[src/rtl/draw_request_arbiter.sv]
// draw_request_arbiter: round-robin owner of the single VGA pixel-write path.
// A granted requester's box origin and colour are latched, then the box is
// emitted one pixel per clock in row-major order, with off-screen pixels
// suppressed. All outputs are registered.
module draw_request_arbiter #(
    parameter int unsigned NREQ  = 4,
    parameter int unsigned BOX_W = 4,
    parameter int unsigned BOX_H = 4,
    parameter int unsigned X_MAX = 320,
    parameter int unsigned Y_MAX = 240
) (
    input  logic              iClock,
    input  logic              iReset,
    input  logic [NREQ-1:0]   iReq,
    input  logic [9*NREQ-1:0] iX,
    input  logic [8*NREQ-1:0] iY,
    input  logic [3*NREQ-1:0] iColour,
    output logic [NREQ-1:0]   oGrant,
    output logic [8:0]        oX,
    output logic [7:0]        oY,
    output logic [2:0]        oColour,
    output logic              oPlot,
    output logic              oBusy,
    output logic              oDone
);

    localparam int unsigned NPIX = BOX_W * BOX_H;
    localparam int unsigned CW   = (NPIX > 1) ? $clog2(NPIX) : 1;
    localparam int unsigned LW   = (NREQ > 1) ? $clog2(NREQ) : 1;

    typedef enum logic [0:0] {StIdle, StDraw} state_t;

    state_t          state_q, state_d;
    logic [LW-1:0]   last_q, last_d;
    logic [CW-1:0]   cnt_q, cnt_d;
    logic [8:0]      base_x_q, base_x_d;
    logic [7:0]      base_y_q, base_y_d;
    logic [2:0]      base_colour_q, base_colour_d;
    logic [NREQ-1:0] grant_q, grant_d;
    logic [8:0]      x_q, x_d;
    logic [7:0]      y_q, y_d;
    logic [2:0]      colour_q, colour_d;
    logic            plot_q, plot_d;
    logic            busy_q, busy_d;
    logic            done_q, done_d;

    logic [LW-1:0]   win_idx;
    logic            win_found;
    logic [31:0]     search_idx;
    logic [31:0]     cnt_ext;
    logic [31:0]     x_sum32;
    logic [31:0]     y_sum32;
    logic [9:0]      x_sum;
    logic [8:0]      y_sum;
    logic            in_view;

    // Round-robin search: first set request after the last winner, modulo NREQ.
    always_comb begin
        win_found  = 1'b0;
        win_idx    = '0;
        search_idx = '0;
        for (int unsigned k = 1; k <= NREQ; k++) begin
            search_idx = {{(32-LW){1'b0}}, last_q} + k;
            if (search_idx >= NREQ) begin
                search_idx = search_idx - NREQ;
            end
            if (!win_found && iReq[LW'(search_idx)]) begin
                win_found = 1'b1;
                win_idx   = LW'(search_idx);
            end
        end
    end

    // Pixel address; sums are kept one bit wider so a wrapped pixel fails the
    // visibility compare instead of landing at the left/top edge.
    always_comb begin
        cnt_ext = {{(32-CW){1'b0}}, cnt_q};
        x_sum32 = {23'd0, base_x_q} + (cnt_ext % BOX_W);
        y_sum32 = {24'd0, base_y_q} + (cnt_ext / BOX_W);
        x_sum   = x_sum32[9:0];
        y_sum   = y_sum32[8:0];
        in_view = (x_sum < 10'(X_MAX)) && (y_sum < 9'(Y_MAX));
    end

    // Next-state and registered-output logic.
    always_comb begin
        state_d       = state_q;
        last_d        = last_q;
        cnt_d         = cnt_q;
        base_x_d      = base_x_q;
        base_y_d      = base_y_q;
        base_colour_d = base_colour_q;
        grant_d       = '0;
        x_d           = x_q;
        y_d           = y_q;
        colour_d      = colour_q;
        plot_d        = 1'b0;
        busy_d        = busy_q;
        done_d        = 1'b0;
        unique case (state_q)
            StIdle: begin
                if (win_found) begin
                    grant_d[win_idx] = 1'b1;
                    last_d           = win_idx;
                    cnt_d            = '0;
                    busy_d           = 1'b1;
                    state_d          = StDraw;
                    for (int unsigned i = 0; i < NREQ; i++) begin
                        if (LW'(i) == win_idx) begin
                            base_x_d      = iX[9*i +: 9];
                            base_y_d      = iY[8*i +: 8];
                            base_colour_d = iColour[3*i +: 3];
                        end
                    end
                end
            end
            StDraw: begin
                x_d      = x_sum[8:0];
                y_d      = y_sum[7:0];
                colour_d = base_colour_q;
                plot_d   = in_view;
                cnt_d    = cnt_q + 1'b1;
                if (cnt_q == CW'(NPIX - 1)) begin
                    done_d  = 1'b1;
                    busy_d  = 1'b0;
                    state_d = StIdle;
                end
            end
            default: state_d = StIdle;
        endcase
    end

    // State register; reset aborts any box in flight.
    always_ff @(posedge iClock or posedge iReset) begin
        if (iReset) begin
            state_q       <= StIdle;
            last_q        <= LW'(NREQ - 1);
            cnt_q         <= '0;
            base_x_q      <= '0;
            base_y_q      <= '0;
            base_colour_q <= '0;
            grant_q       <= '0;
            x_q           <= '0;
            y_q           <= '0;
            colour_q      <= '0;
            plot_q        <= 1'b0;
            busy_q        <= 1'b0;
            done_q        <= 1'b0;
        end else begin
            state_q       <= state_d;
            last_q        <= last_d;
            cnt_q         <= cnt_d;
            base_x_q      <= base_x_d;
            base_y_q      <= base_y_d;
            base_colour_q <= base_colour_d;
            grant_q       <= grant_d;
            x_q           <= x_d;
            y_q           <= y_d;
            colour_q      <= colour_d;
            plot_q        <= plot_d;
            busy_q        <= busy_d;
            done_q        <= done_d;
        end
    end

    assign oGrant  = grant_q;
    assign oX      = x_q;
    assign oY      = y_q;
    assign oColour = colour_q;
    assign oPlot   = plot_q;
    assign oBusy   = busy_q;
    assign oDone   = done_q;

endmodule

[config.mk]
export PLATFORM = sky130hd
export DESIGN_NAME = draw_request_arbiter
export DESIGN_NICKNAME = d
export VERILOG_FILES = /design/src/rtl/draw_request_arbiter.sv
export SDC_FILE = /design/constraint.sdc
export NUM_CORES = 1
export LEC_CHECK = 0
export CAP_MARGIN = 25
export CORE_MARGIN = 5
export CORE_UTILIZATION = 44
export DETAILED_ROUTE_END_ITERATION = 7
export GPL_TIMING_DRIVEN = 0
export PLACE_DENSITY = 0.89
export SLEW_MARGIN = 20
export SYNTH_ARGS = -nofsm -noshare
export SYNTH_HDL_FRONTEND = slang
export SYNTH_SLANG_ARGS = --single-unit
[constraint.sdc]
create_clock -name iClock -period 2.6 [get_ports iClock]
set_clock_uncertainty 0.15 [all_clocks]
set_input_delay 0.52 -clock iClock [delete_from_list [all_inputs] [get_ports iClock]]
set_output_delay 0.52 -clock iClock [all_outputs]
set_load 0.01 [all_outputs]
==> run_results.csv, run 1 <==
group,metric,value,unit
outcome,status,"complete, no violations",
route,drc,0,
clock_tree,clock_latency,0.30,ns
route,drt_wl_total,7950,µm
synthesis,synth_area,2990,µm²
synthesis,synth_cell_types,45,
clock_tree,cts_tree,"built",
clock_tree,cts_setup_buffers,0,
job,maxCapViolCount,0,
sta,setup_slack,0.199,ns
route,dr.pass1.iters,4,
cells_and_area,diodes,0,
placed_design,place_area,4230,µm²
clock_tree,clkTransAtPathRegs,0.10,ns
cells_and_area,utilization,0.650,
global_routing,track_usage,0.191,
min_path,worstHoldPathType,"flop to flop",
global_routing,overflow,0,
power_and_ir_drop,p_leak,1.91,nW
synthesis,ys_top_cells_by_count,"52 x dfrtp_1, 41 x mux2i_1, 32 x nand2_1",
synthesis,yosysTopAreaCellShare,0.435,
synthesis,yosysMostFrequentCell,"dfrtp_1",
synthesis,ys_ff_latch,54,
global_routing,grt_use_met1,0.235,
setup_path,cp_max_fo,4,
route,drt_iter0_markers,119,
setup_path,critPathCaptureType,"flop",
sta,setup_viol,0,
clock_tree,postCtsHoldBufs,0,
sta,finalHoldViolCount,0,
clock_tree,cts_buffers,5,
clock_tree,htree_levels,2,
sta,setup_tns,0,ns
synthesis,synth-edff-count,0,
global_routing,met2_usage,0.342,
synthesis,ys_seq_area_frac,0.453,
clock_tree,clockBufferDepth,2,
die,dieArea,8550,µm²
synthesis,ys.flop_type,"dfrtp_1",
global_routing,top_usage_layer,"met2",
sta,post-route-period-util,0.923,
clock_tree,clock_sinks,54,
sta,finalCriticalPeriod,2.40,ns
placed_design,post-place-ws,0.0475,ns
die,start_util,0.445,
die,ios,113,
placed_design,dp_hpwl,6460,µm
sta,rsz0062_at_grt,"no",
setup_path,cp-start-kind,"flop",
setup_path,crit_type,"flop to flop",
synthesis,yosysWarnings,0,
sta,max_freq,0.416,GHz
route,wire_per_inst,16.6,µm
synthesis,synth_area_per_cell,10.8,µm²
synthesis,syn_inst,278,
setup_path,required,2.65,ns
die,die_h,92.4,µm
global_routing,antenna_found_initial,0,
global_routing,grt_start_max_net_pins,34,
cells_and_area,final_nets,491,
synthesis,syn_nets,371,
placed_design,port_buffers,112,
global_routing,grt_pass1_vias,2683,
sta,report.final.slew_viol_count,0,
cells_and_area,drive_above_1_share,0.0927,
die,die_w,92.4,µm
synthesis,yosysTopAreaCell,"dfrtp_1",
global_routing,met3_usage,0.0406,
power_and_ir_drop,ir_drop,0.431,mV
clock_tree,root_buffer,"clkbuf_8",
global_routing,grt_first_pass_wirelength,13000,µm
route,ant_nets,0,
placed_design,place.gp.congestion,0.793,
route,vias,2600,
route,viasPerCell,5.43,
synthesis,netlist_top_cells_area,"dfrtp_1 44%, mux2i_1 14%, o221ai_1 5.9%, nand2_1 4.0%, mux2_2 3.0%",
cells_and_area,final_area,4370,µm²
sta,slew_headroom,0.551,
clock_tree,cts_resized,0,
cells_and_area,area_growth,46.1,%
setup_path,arrival,2.45,ns
power_and_ir_drop,power.density,1020,nW/µm²
synthesis,async_flop_share,1.00,
die,rows,30,
sta,worstMarginPinSlew,0.673,ns
die,coreArea,6720,µm²
==> layer usage <==
metal  wire length, µm  part of all wire
met5                 0                 0
met4                97             0.012
met3               533             0.067
met2              4160              0.52
met1              3150              0.40
==> path summary, 6_finish.rpt <==
| path | start | end | slack [ns] | cells past startpoint |
|---|---|---|---|---|
| max | cnt_q[0] | oPlot | 0.20 | 8 |
| max in group asynchronous | iReset | cnt_q[1] | 1.36 | 3 |
| min | last_q[0] | last_q[0] | 0.32 | 2 |
| min in group asynchronous | iReset | oDone | 0.41 | 2 |
| min reg2reg | last_q[0] | last_q[0] | 0.32 | 2 |
| max reg2reg | cnt_q[0] | oPlot | 0.20 | 8 |
==> metrics by stage <==
stage	hold slack, ns	cells	power (W)
CTS	0.324	479	0.00451
global route	0.353	479	0.00479
detailed placement	0.308	471	0.00383
floorplan	0.294	278	0.00295
global placement	0.307	470	0.00372
finish	0.322	479	0.00446
==> state kept, by name, indices dropped and copies added (netlist names) <==
name           cells
base_colour_q      3
base_x_q           9
base_y_q           8
cnt_q              4
last_q             2
oBusy              1
oColour            3
oDone              1
oGrant             4
oPlot              1
oX                 9
oY                 8
state_q            1
==> worst max-delay path, cell delays in order, from the launching register on <==
cell and delay (ns):
dfrtp_1 0.42, ha_1 0.19, inv_1 0.05, fa_1 0.40
and3b_1 0.27, and3_4 0.22, nand3_2 0.09, o311a_1 0.33
and4_1 0.18
==> report_power, final <==
group / internal (W) / switching [W] / total, W
Clock: 0.000386 / 0.000276 / 0.000661
Combinational: 0.00124 / 0.000959 / 0.00219
Sequential: 0.00125 / 0.000352 / 0.00160
Total: 0.00287 / 0.00159 / 0.00446
==> cells by family (layout without fill, tap and decap cells) <==
group | Yosys count | count (layout) | synth area share
AOI/OAI and AO/OA | 50 | 50 | 0.121
and+or+nand+nor | 80 | 80 | 0.128
buffers and inverters | 24 | 145 | 0.0548
adders and majority gates | 7 | 7 | 0.0343
DFF | 54 | 54 | 0.453
xor gates and xnor gates | 14 | 14 | 0.0410
muxes | 49 | 49 | 0.167
==> cell usage in the layout (no fill, tap or decap), types with 2 or more instances in the layout <==
cell and count:
o221ai_1 20, mux2i_1 41, a22o_1 3, nor2_1 22, nand2_1 32, buf_1 3
o211ai_1 2, buf_6 2, xor2_1 5, clkdlybuf4s50_1 112, mux2_2 8, o21ai_1 2
clkbuf_8 5, dfrtp_1 52, buf_2 7, nor2b_1 6, xnor2_1 9, fa_1 2
dfstp_2 2, o21ai_0 2, nand3_1 3, nand4_1 2, buf_12 4, a21oi_1 15
ha_1 5, nand2b_1 2, bufinv_16 2, inv_1 6, and4_1 2
==> final cells by class <==
cell class	count	area [µm²]
well taps	80	100
plain buffers	17	138
multi-input cells	200	1470
repair buffers	113	1140
clock buffers	5	68.8
fillers	541	2350
inverters	7	26.3
flip-flops and latches	54	1350
clock inverters	3	68.8
Power figures use the tool's default switching activity.
==> run 2, diff against run 1 <==
--- a/config.mk
+++ b/config.mk
@@ -5,12 +5,13 @@
 export SDC_FILE = /design/constraint.sdc
 export NUM_CORES = 1
 export LEC_CHECK = 0
+export ABC_AREA = 1
 export CAP_MARGIN = 25
 export CORE_MARGIN = 5
-export CORE_UTILIZATION = 44
+export CORE_UTILIZATION = 47
 export DETAILED_ROUTE_END_ITERATION = 7
 export GPL_TIMING_DRIVEN = 0
-export PLACE_DENSITY = 0.89
+export PLACE_DENSITY = 0.91
 export SLEW_MARGIN = 20
 export SYNTH_ARGS = -nofsm -noshare
 export SYNTH_HDL_FRONTEND = slang
==> run 2 against run 1 <==
  * Synthesized area increased by 15%
  * Worst hold slack better by 0.0062 ns
  * Cell area rose by 11%
  * Clock power fell by 16%
  * Register-to-register slack gained 0.03 ns
  * Sequential share of layout area down 3.0 points
  * Clock-buffer cell count increased by 1
  * Critical path depth grew 4
  * Critical endpoint unchanged
  * Largest cell class unchanged
==> run_results.csv, run 2 <==
group,metric,value,unit
synthesis,synth-simple-area-share,0.306,
power_and_ir_drop,internal-power,0.00316,W
synthesis,netlist_top_cells_area,"dfrtp_1 38%, nand2_1 20%, inv_1 6.3%, o21ai_0 5.7%, o21bai_1 4.4%",
global_routing,grt_pass1_vias,3605,
placed_design,place.gp.congestion,0.884,
cells_and_area,area_growth,40.3,%
synthesis,synth_area_per_cell,7.01,µm²
sta,report.final.slew_viol_count,0,
clock_tree,cts_tree,"built",
power_and_ir_drop,switching_power,0.00292,W
synthesis,yosysMostFrequentCell,"nand2_1",
cells_and_area,multi_input_comb_area,1720,µm²
synthesis,yosysTopAreaCellShare,0.378,
route,viasPerCell,5.05,
synthesis,synth-edff-count,0,
power_and_ir_drop,p_total,0.00608,W
cells_and_area,drive_above_1_share,0.0735,
global_routing,overflow,0,
job,maxCapViolCount,0,
power_and_ir_drop,clkPwrFrac,0.092,
power_and_ir_drop,p_sw_frac,0.481,
setup_path,required,2.63,ns
synthesis,yosysTopAreaCell,"dfrtp_1",
power_and_ir_drop,p_comb_frac,0.643,
die,ios,113,
die,dieArea,9130,µm²
power_and_ir_drop,ir_drop,0.874,mV
sta,hold_ws,0.328,ns
setup_path,arrival,2.40,ns
route,vias,3587,
synthesis,synth_cell_types,35,
setup_path,cp-start-kind,"flop",
die,start_util,0.480,
cells_and_area,fill_cells,615,
setup_path,crit_type,"flop to flop",
synthesis,ys_ff_latch,54,
synthesis,ys_seq_area_frac,0.393,
placed_design,place_area,4710,µm²
synthesis,syn_inst,491,
synthesis,synth_top_family_by_area,"simple AND/OR/NAND/NOR gates",
clock_tree,clock_latency,0.30,ns
die,die_h,95.6,µm
cells_and_area,final_area,4830,µm²
cells_and_area,ff_latch_area,1350,µm²
sta,setup_viol,0,
global_routing,grt_start_max_net_pins,31,
die,die_w,95.6,µm
sta,rsz0062_at_grt,"no",
synthesis,async_flop_share,1.00,
route,drt_iter0_markers,192,
synthesis,synthAdderAreaFrac,0.0298,
cells_and_area,final_nets,705,
power_and_ir_drop,power.density,1260,nW/µm²
die,rows,31,
synthesis,synthXorXnorAreaFrac,0.0204,
power_and_ir_drop,p_seq_frac,0.265,
clock_tree,cts_buffers,5,
synthesis,synth_area,3440,µm²
global_routing,grt_first_pass_wirelength,16300,µm
clock_tree,clock_sinks,54,
synthesis,ys.flop_type,"dfrtp_1",
sta,finalHoldViolCount,0,
route,ant_nets,0,
min_path,hold_start,"oColour[0]",
clock_tree,htree_levels,2,
setup_path,path_buf_inv,2,
route,drc,0,
clock_tree,clkTransAtPathRegs,0.09,ns
clock_tree,clockBufferDepth,2,
cells_and_area,diodes,0,
setup_path,cp_max_fo,5,
placed_design,port_buffers,112,
synthesis,ys_top_cells_by_count,"180 x nand2_1, 58 x inv_1, 52 x dfrtp_1",
setup_path,path_cells,"ha_1, inv_1, fa_1, inv_1, nand2_1, nor2_1, and2_1, nand4_1, xnor2_1, nand2_1, nand3_1, nor2_1",
route,drt_wl_total,9710,µm
clock_tree,root_buffer,"clkbuf_8",
power_and_ir_drop,p_leak,2.46,nW
cells_and_area,mostFrequentLayoutCells,"180 x nand2_1, 112 x clkdlybuf4s50_1, 56 x inv_1",
sta,post-route-period-util,0.912,
setup_path,critPathMaxStageDelay,0.44,ns
sta,finalCriticalPeriod,2.37,ns
global_routing,antenna_found_initial,0,
die,coreArea,7180,µm²
cells_and_area,final_common_cell,"nand2_1",
setup_path,crit_slowest_cell,"dfrtp_1",
route,wire_per_inst,13.6,µm
synthesis,synth_mux_area_frac,0,
setup_path,critPathCaptureType,"flop",
setup_path,worstReg2RegStart,"cnt_q[0]",
setup_path,critical_path.top_delay_family,"simple AND/OR/NAND/NOR gates",
sta,slew_headroom,0.647,
min_path,worstHoldPathType,"flop to flop",
synthesis,syn_nets,584,
sta,worstMarginPinSlew,0.528,ns
outcome,status,"complete, no violations",
synthesis,synth_compound_gate_area_share,0.144,
clock_tree,postCtsHoldBufs,0,
sta,max_freq,0.422,GHz
synthesis,yosysWarnings,0,
global_routing,track_usage,0.223,
placed_design,dp_hpwl,7870,µm
route,dr.pass1.iters,6,
setup_path,crit_path_start,"cnt_q[0]",
[run 2: what timing repair did]
action | CTS | global route
endpoints found under the setup margin | 0 | 7
buffers inserted | 0 | 1
gates resized for setup | 0 | 2
[run 2: worst register-to-register path, delay by kind of cell, from the launching register on]
kind	cells	cell delay [ns]
XOR/XNOR	1	0.21
AND/OR/NAND/NOR	7	0.74
buffers and inverters	2	0.14
flip-flops	1	0.44
adder cells (fa/ha/maj)	2	0.57
[run 2: kinds of logic (layout without fill, tap and decap cells)]
| family | after synthesis | count (layout) |
|---|---|---|
| simple gates | 250 | 250 |
| compound gates | 86 | 86 |
| buf+inv | 86 | 207 |
| flops | 54 | 54 |
| xor+xnor | 8 | 8 |
| fa+ha+maj | 7 | 7 |
[run 2: stage by stage]
stage / std cells / worst slack [ns] / util / TNS (ns)
after CTS: 710 / 0.170 / 0.672 / 0
after global routing: 711 / 0.0267 / 0.673 / 0
final: 711 / 0.229 / 0.673 / 0
after global placement: 702 / -0.272 / 0.653 / -14.49
after floorplan: 491 / 0.568 / - / 0
after detailed placement: 703 / -0.0969 / 0.656 / -1.04
[run 2: power by group through the flow]
stage / sequential (W) / clock, W / combinational (W)
final: 0.00161 / 0.000558 / 0.00391
after global routing: 0.00166 / 0.000609 / 0.00440
after CTS: 0.00160 / 0.000566 / 0.00388
after detailed placement: 0.00162 / 0 / 0.00385
after global placement: 0.00159 / 0 / 0.00371
after floorplan: 0.00162 / 0 / 0.00256
[run 2: worst paths after layout]
check | end | slack, ns | cells past startpoint
hold / removal | oColour[0] | 0.33 | 2
hold reg to reg | oColour[0] | 0.33 | 2
min in group asynchronous | oColour[2] | 0.43 | 2
setup / recovery | oPlot | 0.23 | 12
max in group asynchronous | last_q[1] | 1.26 | 3
setup reg to reg | oPlot | 0.23 | 12
[run 2: cell type report]
| type | count | area share |
|---|---|---|
| Timing Repair Buffer | 114 | 0.238 |
| Clock buffer | 6 | 0.0171 |
| Tap cell | 99 | 0.0256 |
| Buffer | 24 | 0.0277 |
| Inverter | 62 | 0.0487 |
| Sequential cell | 54 | 0.280 |
| Clock inverter | 1 | 0.00622 |
| Multi-Input combinational cell | 351 | 0.356 |
[run 2: layer usage]
layer / global-route usage / part of all wire / vias up
met5: 0 / 0 / -
li1: - / - / 1788
met1: 0.286 / 0.43 / 1641
met3: 0.0331 / 0.057 / 20
met4: 0.0723 / 0.022 / 0
met2: 0.386 / 0.49 / 138
